==> src/rtl/fifo_wr_arbiter_if.sv <==
// fifo_wr_arbiter_if: producer-side and FIFO-write-side signals of the write-port arbiter.
//   slave  : arbiter view (takes requests and fifo_full, drives ready, FIFO write and status)
//   master : environment view (drives requests and fifo_full, observes the rest)
interface fifo_wr_arbiter_if #(
  parameter int NUM_REQ    = 4,
  parameter int DATA_WIDTH = 8,
  parameter int ID_WIDTH   = (NUM_REQ > 1) ? $clog2(NUM_REQ) : 1
);
  logic [NUM_REQ-1:0]            req_valid;
  logic [NUM_REQ*DATA_WIDTH-1:0] req_data;
  logic [NUM_REQ-1:0]            req_ready;
  logic                          fifo_full;
  logic                          fifo_wr_en;
  logic [DATA_WIDTH-1:0]         fifo_din;
  logic [ID_WIDTH-1:0]           grant_id;
  logic                          busy;
  modport slave (
    input  req_valid, req_data, fifo_full,
    output req_ready, fifo_wr_en, fifo_din, grant_id, busy
  );
  modport master (
    output req_valid, req_data, fifo_full,
    input  req_ready, fifo_wr_en, fifo_din, grant_id, busy
  );
endinterface

==> src/rtl/fifo_wr_arbiter.sv <==
// fifo_wr_arbiter: round-robin, burst-bounded sharing of one FIFO write port among NUM_REQ producers.
//   clk, reset_n (async, active-low)
//   bus.req_valid/req_data in, bus.req_ready out  : per-producer handshake
//   bus.fifo_full in, bus.fifo_wr_en/fifo_din out : FIFO write port
//   bus.grant_id/busy out                         : current grant holder, valid while busy
module fifo_wr_arbiter #(
  parameter int NUM_REQ    = 4,
  parameter int DATA_WIDTH = 8,
  parameter int MAX_BURST  = 4,
  parameter int ID_WIDTH   = (NUM_REQ > 1) ? $clog2(NUM_REQ) : 1
) (
  input logic clk,
  input logic reset_n,
  fifo_wr_arbiter_if.slave bus
);
  localparam int CW = (MAX_BURST > 1) ? $clog2(MAX_BURST) : 1;
  typedef enum logic {IDLE, GRANT} state_t;
  state_t                state;
  logic [ID_WIDTH-1:0]   grant_id;
  logic [ID_WIDTH-1:0]   last_id;
  logic [CW-1:0]         burst_cnt;
  logic                  fire;
  logic                  rel;
  logic [NUM_REQ-1:0]    ready;
  logic [DATA_WIDTH-1:0] din;
  // First valid index after 'from' (wrapping); 'from' itself has the lowest priority.
  function automatic logic [ID_WIDTH-1:0] pick(input logic [NUM_REQ-1:0] v, input logic [ID_WIDTH-1:0] from);
    int best;
    int d;
    pick = from;
    best = NUM_REQ;
    for (int i = 0; i < NUM_REQ; i++) begin
      d = (i + NUM_REQ - 1 - int'(from)) % NUM_REQ;
      if (v[i] && d < best) begin
        best = d;
        pick = ID_WIDTH'(i);
      end
    end
  endfunction
  always_comb begin
    fire = state == GRANT && bus.req_valid[grant_id] && !bus.fifo_full;
    rel = state == GRANT && (!bus.req_valid[grant_id] || (fire && burst_cnt == CW'(MAX_BURST - 1)));
    ready = '0;
    din = '0;
    for (int i = 0; i < NUM_REQ; i++)
      if (fire && grant_id == ID_WIDTH'(i)) begin
        ready[i] = 1'b1;
        din = bus.req_data[i*DATA_WIDTH +: DATA_WIDTH];
      end
  end
  assign bus.req_ready  = ready;
  assign bus.fifo_wr_en = fire;
  assign bus.fifo_din   = din;
  assign bus.grant_id   = grant_id;
  assign bus.busy       = state == GRANT;
  always_ff @(posedge clk or negedge reset_n)
    if (!reset_n) begin
      state     <= IDLE;
      grant_id  <= '0;
      last_id   <= ID_WIDTH'(NUM_REQ - 1);
      burst_cnt <= '0;
    end else if (state == IDLE) begin
      if (|bus.req_valid) begin
        state     <= GRANT;
        grant_id  <= pick(bus.req_valid, last_id);
        burst_cnt <= '0;
      end
    end else if (rel) begin
      // Re-arbitrate in the release cycle so a waiting requester (or the holder) is granted without a gap.
      last_id   <= grant_id;
      burst_cnt <= '0;
      if (|bus.req_valid) grant_id <= pick(bus.req_valid, grant_id);
      else state <= IDLE;
    end else if (fire) begin
      burst_cnt <= burst_cnt + 1'b1;
    end
endmodule
==> src/flat_wrapper.sv <==
// flat-port wrapper written by rule: the top's interface ports become plain ports
module fifo_wr_arbiter_flat 
#(
  parameter int NUM_REQ    = 4,
  parameter int DATA_WIDTH = 8,
  parameter int MAX_BURST  = 4,
  parameter int ID_WIDTH   = (NUM_REQ > 1) ? $clog2(NUM_REQ) : 1
)
  (clk, reset_n, bus_req_valid, bus_req_data, bus_fifo_full, bus_req_ready, bus_fifo_wr_en, bus_fifo_din, bus_grant_id, bus_busy);
  fifo_wr_arbiter_if #(.NUM_REQ(NUM_REQ), .DATA_WIDTH(DATA_WIDTH), .ID_WIDTH(ID_WIDTH)) bus_i ();
  input logic clk;
  input logic reset_n;
  input wire logic [$bits(bus_i.req_valid)-1:0] bus_req_valid;
  input wire logic [$bits(bus_i.req_data)-1:0] bus_req_data;
  input wire logic [$bits(bus_i.fifo_full)-1:0] bus_fifo_full;
  output wire logic [$bits(bus_i.req_ready)-1:0] bus_req_ready;
  output wire logic [$bits(bus_i.fifo_wr_en)-1:0] bus_fifo_wr_en;
  output wire logic [$bits(bus_i.fifo_din)-1:0] bus_fifo_din;
  output wire logic [$bits(bus_i.grant_id)-1:0] bus_grant_id;
  output wire logic [$bits(bus_i.busy)-1:0] bus_busy;
  assign bus_i.req_valid = bus_req_valid;
  assign bus_i.req_data = bus_req_data;
  assign bus_i.fifo_full = bus_fifo_full;
  assign bus_req_ready = bus_i.req_ready;
  assign bus_fifo_wr_en = bus_i.fifo_wr_en;
  assign bus_fifo_din = bus_i.fifo_din;
  assign bus_grant_id = bus_i.grant_id;
  assign bus_busy = bus_i.busy;
  fifo_wr_arbiter #(.NUM_REQ(NUM_REQ), .DATA_WIDTH(DATA_WIDTH), .MAX_BURST(MAX_BURST), .ID_WIDTH(ID_WIDTH)) u_core (.clk(clk), .reset_n(reset_n), .bus(bus_i));
endmodule
==> config.mk <==
export PLATFORM = sky130hd
export DESIGN_NAME = fifo_wr_arbiter_flat
export DESIGN_NICKNAME = d
export VERILOG_FILES = /design/src/rtl/fifo_wr_arbiter_if.sv /design/src/rtl/fifo_wr_arbiter.sv /design/src/flat_wrapper.sv
export SDC_FILE = /design/constraint.sdc
export NUM_CORES = 1
export LEC_CHECK = 0
export ABC_AREA = 0
export CAP_MARGIN = 20
export CELL_PAD_IN_SITES_DETAIL_PLACEMENT = 1
export CELL_PAD_IN_SITES_GLOBAL_PLACEMENT = 2
export CORE_ASPECT_RATIO = 1.25
export CORE_UTILIZATION = 19
export DETAILED_ROUTE_END_ITERATION = 8
export GPL_TIMING_DRIVEN = 0
export HOLD_SLACK_MARGIN = 0.08
export PLACE_DENSITY = 0.75
export SYNTH_ARGS = -nofsm -noshare
export SYNTH_HDL_FRONTEND = slang
export SYNTH_SLANG_ARGS = --single-unit
==> constraint.sdc <==
create_clock -name clk -period 3.7 [get_ports clk]
set_input_delay 0.555 -clock clk [delete_from_list [all_inputs] [get_ports clk]]
set_output_delay 0.555 -clock clk [all_outputs]
set_load 0.05 [all_outputs]
==> key figures <==
Place
  – Placed inst area: 1820 sq um
  – # placed instances: 303
  – Detailed placement HPWL: 3.54 mm
  – Port bufs: 53
  – Final Wtd Congestion: 0.761

Logic synthesis
  – Syn Inst Count: 168
  – Synth cell types: 43
  – Area leader, netlist: ha_1
  – Dominant cells by area after synthesis: ha_1, a21oi_1, dfrtp_1
  – Top_reg_cell synth: dfrtp_1
  – Mean Syn Cell Area: 7.07 sq um
  – Top cells by instance count after synthesis: a21oi_1, nand2_1, o21ai_0, and2_1
  – Post-synthesis instance area: 1190 sq um
  – Seq/Total Area, Yosys: 0.150
  – FF+latch count, synth: 7
  – Most common cell in the synthesized netlist: a21oi_1
  – Syn nets: 218
  – Yosys warning total: 0
  – FFs w/ async S/R, synth: 1.00
  – Post-synth EDFFs: 0
  – Share of the synthesized area in the top cell type: 0.116

Cells and area
  – Fraction of layout cells with a size suffix above 1: 0.161
  – Number of antenna diodes: 0
  – Final-stage net count: 281
  – Fin cells: 312
  – Area grow syn2layout: 64.9%
  – Final Cell Area: 1960 sq um

Detailed routing
  – Pre-antenna DRT Iters: 4
  – Total number of vias: 1443
  – Detailed Route Iter0 Violations: 36
  – Via/cell ratio: 4.63
  – Routed len/inst: 14.5 microns
  – Post-route ant nets: 0
  – DRC Markers: 0
  – Total wire length: 4.54 mm

GRT
  – Initial antenna violation count: 0
  – GRT overflow: 0
  – Largest net degree at the start of global routing: 11
  – First-pass GRT wire length: 7.22 mm
  – Via count of the first global-routing pass: 1546
  – GRT Overall Usage: 0.137

Setup path
  – Critical path fanouts, max: 10
  – R2R Setup Slk: 0.20 ns
  – WP data required: 3.14 ns
  – Data arrival, critical path: 3.02 ns
  – FF-to-FF path depth: 17
  – RR Startpoint: u_core.bus.grant_id[0]
  – Worst Setup Start Kind: input pin
  – CP endpoint kind: output pin
  – CP Class: input pin to output pin
  – Reg2Reg Capture Point: u_core.bus.grant_id[0]

Clocking
  – CTS root buffer: clkbuf_8
  – Clock Latency Late Sink: 0.23 ns
  – Clk buf depth: 2
  – CTS Buf Count: 3
  – Worst-path clk slew: 0.04 ns
  – CTS tree: yes
  – H-tree depth: 1
  – Clock tree sinks: 7

Outcome
  – Status: finished clean

Power and ir drop
  – Sw Pwr: 0.000790 W
  – Part of the power in combinational logic: 0.820
  – Switching Share: 0.530
  – Max IR drop VDD: 0.000415 V
  – Cell-internal power: 0.000700 W
  – Leakage: 0.857 nW
  – Clock group share of total power: 0.071
  – Sequential Power Share: 0.108
  – Pwr Density: 761 nW/um^2

Floorplan
  – IO Pins: 55
  – Die height: 90.4 microns
  – Die area: 6570 sq um
  – Rows: 31
  – Core area: 5900 sq um
  – Chip Width: 72.7 microns
  – Initial core utilization: 0.201

STA
  – Hold_ws: 0.518 ns
  – Skew final: 0.00419 ns
  – RSZ-0062 raised after global routing: true
  – Worst Tran Pin Value: 0.573 ns
  – Final Hold Fails: 0
  – Final setup viols: 0
  – Maximum operating frequency: 280 MHz
  – Min Tclk post-route: 3.57 ns
  – Tcrit/Tclk final: 0.965
  – Slew margin rel.: 0.615
  – Final-report max-slew violation count: 0

Run
  – Max Cap Viol: 0

Min path
  – Worst Hold Depth: 1
  – Endpoint, Worst Hold: u_core.burst_cnt[1]
  – Hold Crit Start: u_core.burst_cnt[1]
  – Hold WC Path Type: register to register
[final cells by class]
class,instances,area [sq um]
Clock inverter,1,5.00
Fill cell,754,3940
Sequential cell,7,180
Tap cell,82,103
Clock buffer,3,41.3
Multi-Input combinational cell,140,951
Inverter,11,43.8
Timing Repair Buffer,58,576
Buffer,10,58.8
[cell usage in the layout (no fill, tap or decap), drive strengths merged, types with 2 or more instances in the layout]
master | Yosys | layout
nand3 | 2 | 2
nand2b | 2 | 2
nor2 | 6 | 6
dfrtp | 5 | 5
nor4 | 2 | 2
mux2 | 3 | 3
buf | 4 | 9
clkdlybuf4s50 | 0 | 47
clkbuf | 6 | 10
dlymetal6s2s | 0 | 5
inv | 11 | 11
a31oi | 2 | 2
nor3 | 2 | 2
nand2 | 24 | 24
ha | 11 | 11
nor2b | 3 | 3
a21oi | 26 | 26
nand3b | 8 | 8
and2 | 12 | 12
a22o | 2 | 2
o211ai | 2 | 2
dfstp | 2 | 2
o21ai | 15 | 15
[metrics by stage]
stage | utilization | power (W) | TNS, ns | setup slack [ns]
detailed placement | 0.309 | 0.00130 | -1.50 | -0.786
CTS | 0.322 | 0.00145 | 0 | 0.0286
global placement | 0.309 | 0.00128 | -1.44 | -0.723
finish | 0.332 | 0.00149 | 0 | 0.128
global route | 0.332 | 0.00166 | -0.0633 | -0.0416
floorplan | - | 0.000958 | 0 | 0.0217
[power by group through the flow]
stage	sequential, W	combinational (W)	clock [W]
6_report	0.000161	0.00122	0.000106
2_1_floorplan	0.000201	0.000757	0
3_3_place_gp	0.000185	0.00110	0
3_5_place_dp	0.000186	0.00112	0
5_1_grt	0.000167	0.00138	0.000115
4_1_cts	0.000157	0.00118	0.000111
[repair_timing]
item / CTS / global route
resized for setup: 5 / 18
setup endpoints to repair: 2 / 4
hold buffers: 0 / 0
pin swaps: 1 / 7
buffers inserted: 3 / 2
[critical path, cell delays in order]
cell and delay [ns]:
clkdlybuf4s50_1 0.58, mux4_2 0.33, nor3b_2 0.34, buf_2 0.26, and2_1 0.14, clkdlybuf4s50_1 0.80
[worst max path at each step]
stage | from | to
floorplan | u_core.bus.grant_id[0] | u_core.bus.grant_id[0]
global placement | bus_req_valid[0] | u_core.bus.grant_id[1]
detailed placement | bus_req_valid[0] | u_core.bus.grant_id[0]
CTS | bus_req_valid[0] | u_core.bus.grant_id[0]
global route | u_core.bus.grant_id[0] | u_core.bus.grant_id[0]
finish | bus_req_valid[3] | bus_fifo_din[7]
[cells by family (layout without fill, tap and decap cells)]
family | Yosys count | count (layout) | synth area share
DFF | 7 | 7 | 0.150
muxes | 5 | 5 | 0.0558
xor gates and xnor gates | 1 | 1 | 0.00738
adders and majority gates | 11 | 11 | 0.116
and+or+nand+nor | 68 | 68 | 0.326
buffers and inverters | 21 | 83 | 0.0780
AOI/OAI and AO/OA | 55 | 55 | 0.268
[sequential cells by signal, indices dropped and copies added (netlist names)]
register,flops
u_core.burst_cnt,2
u_core.last_id,2
u_core.bus.grant_id,2
u_core.bus.busy,1
[per-layer routing]
layer,routed length (microns),global-route usage,share of wire,vias to the layer above
met5,0,0,0,-
met4,0,0.0196,0,0
met3,255,0.0145,0.056,0
met2,2280,0.266,0.50,55
met1,2000,0.159,0.44,669
li1,-,-,-,719
No activity file was read; power rests on OpenSTA's default activity.
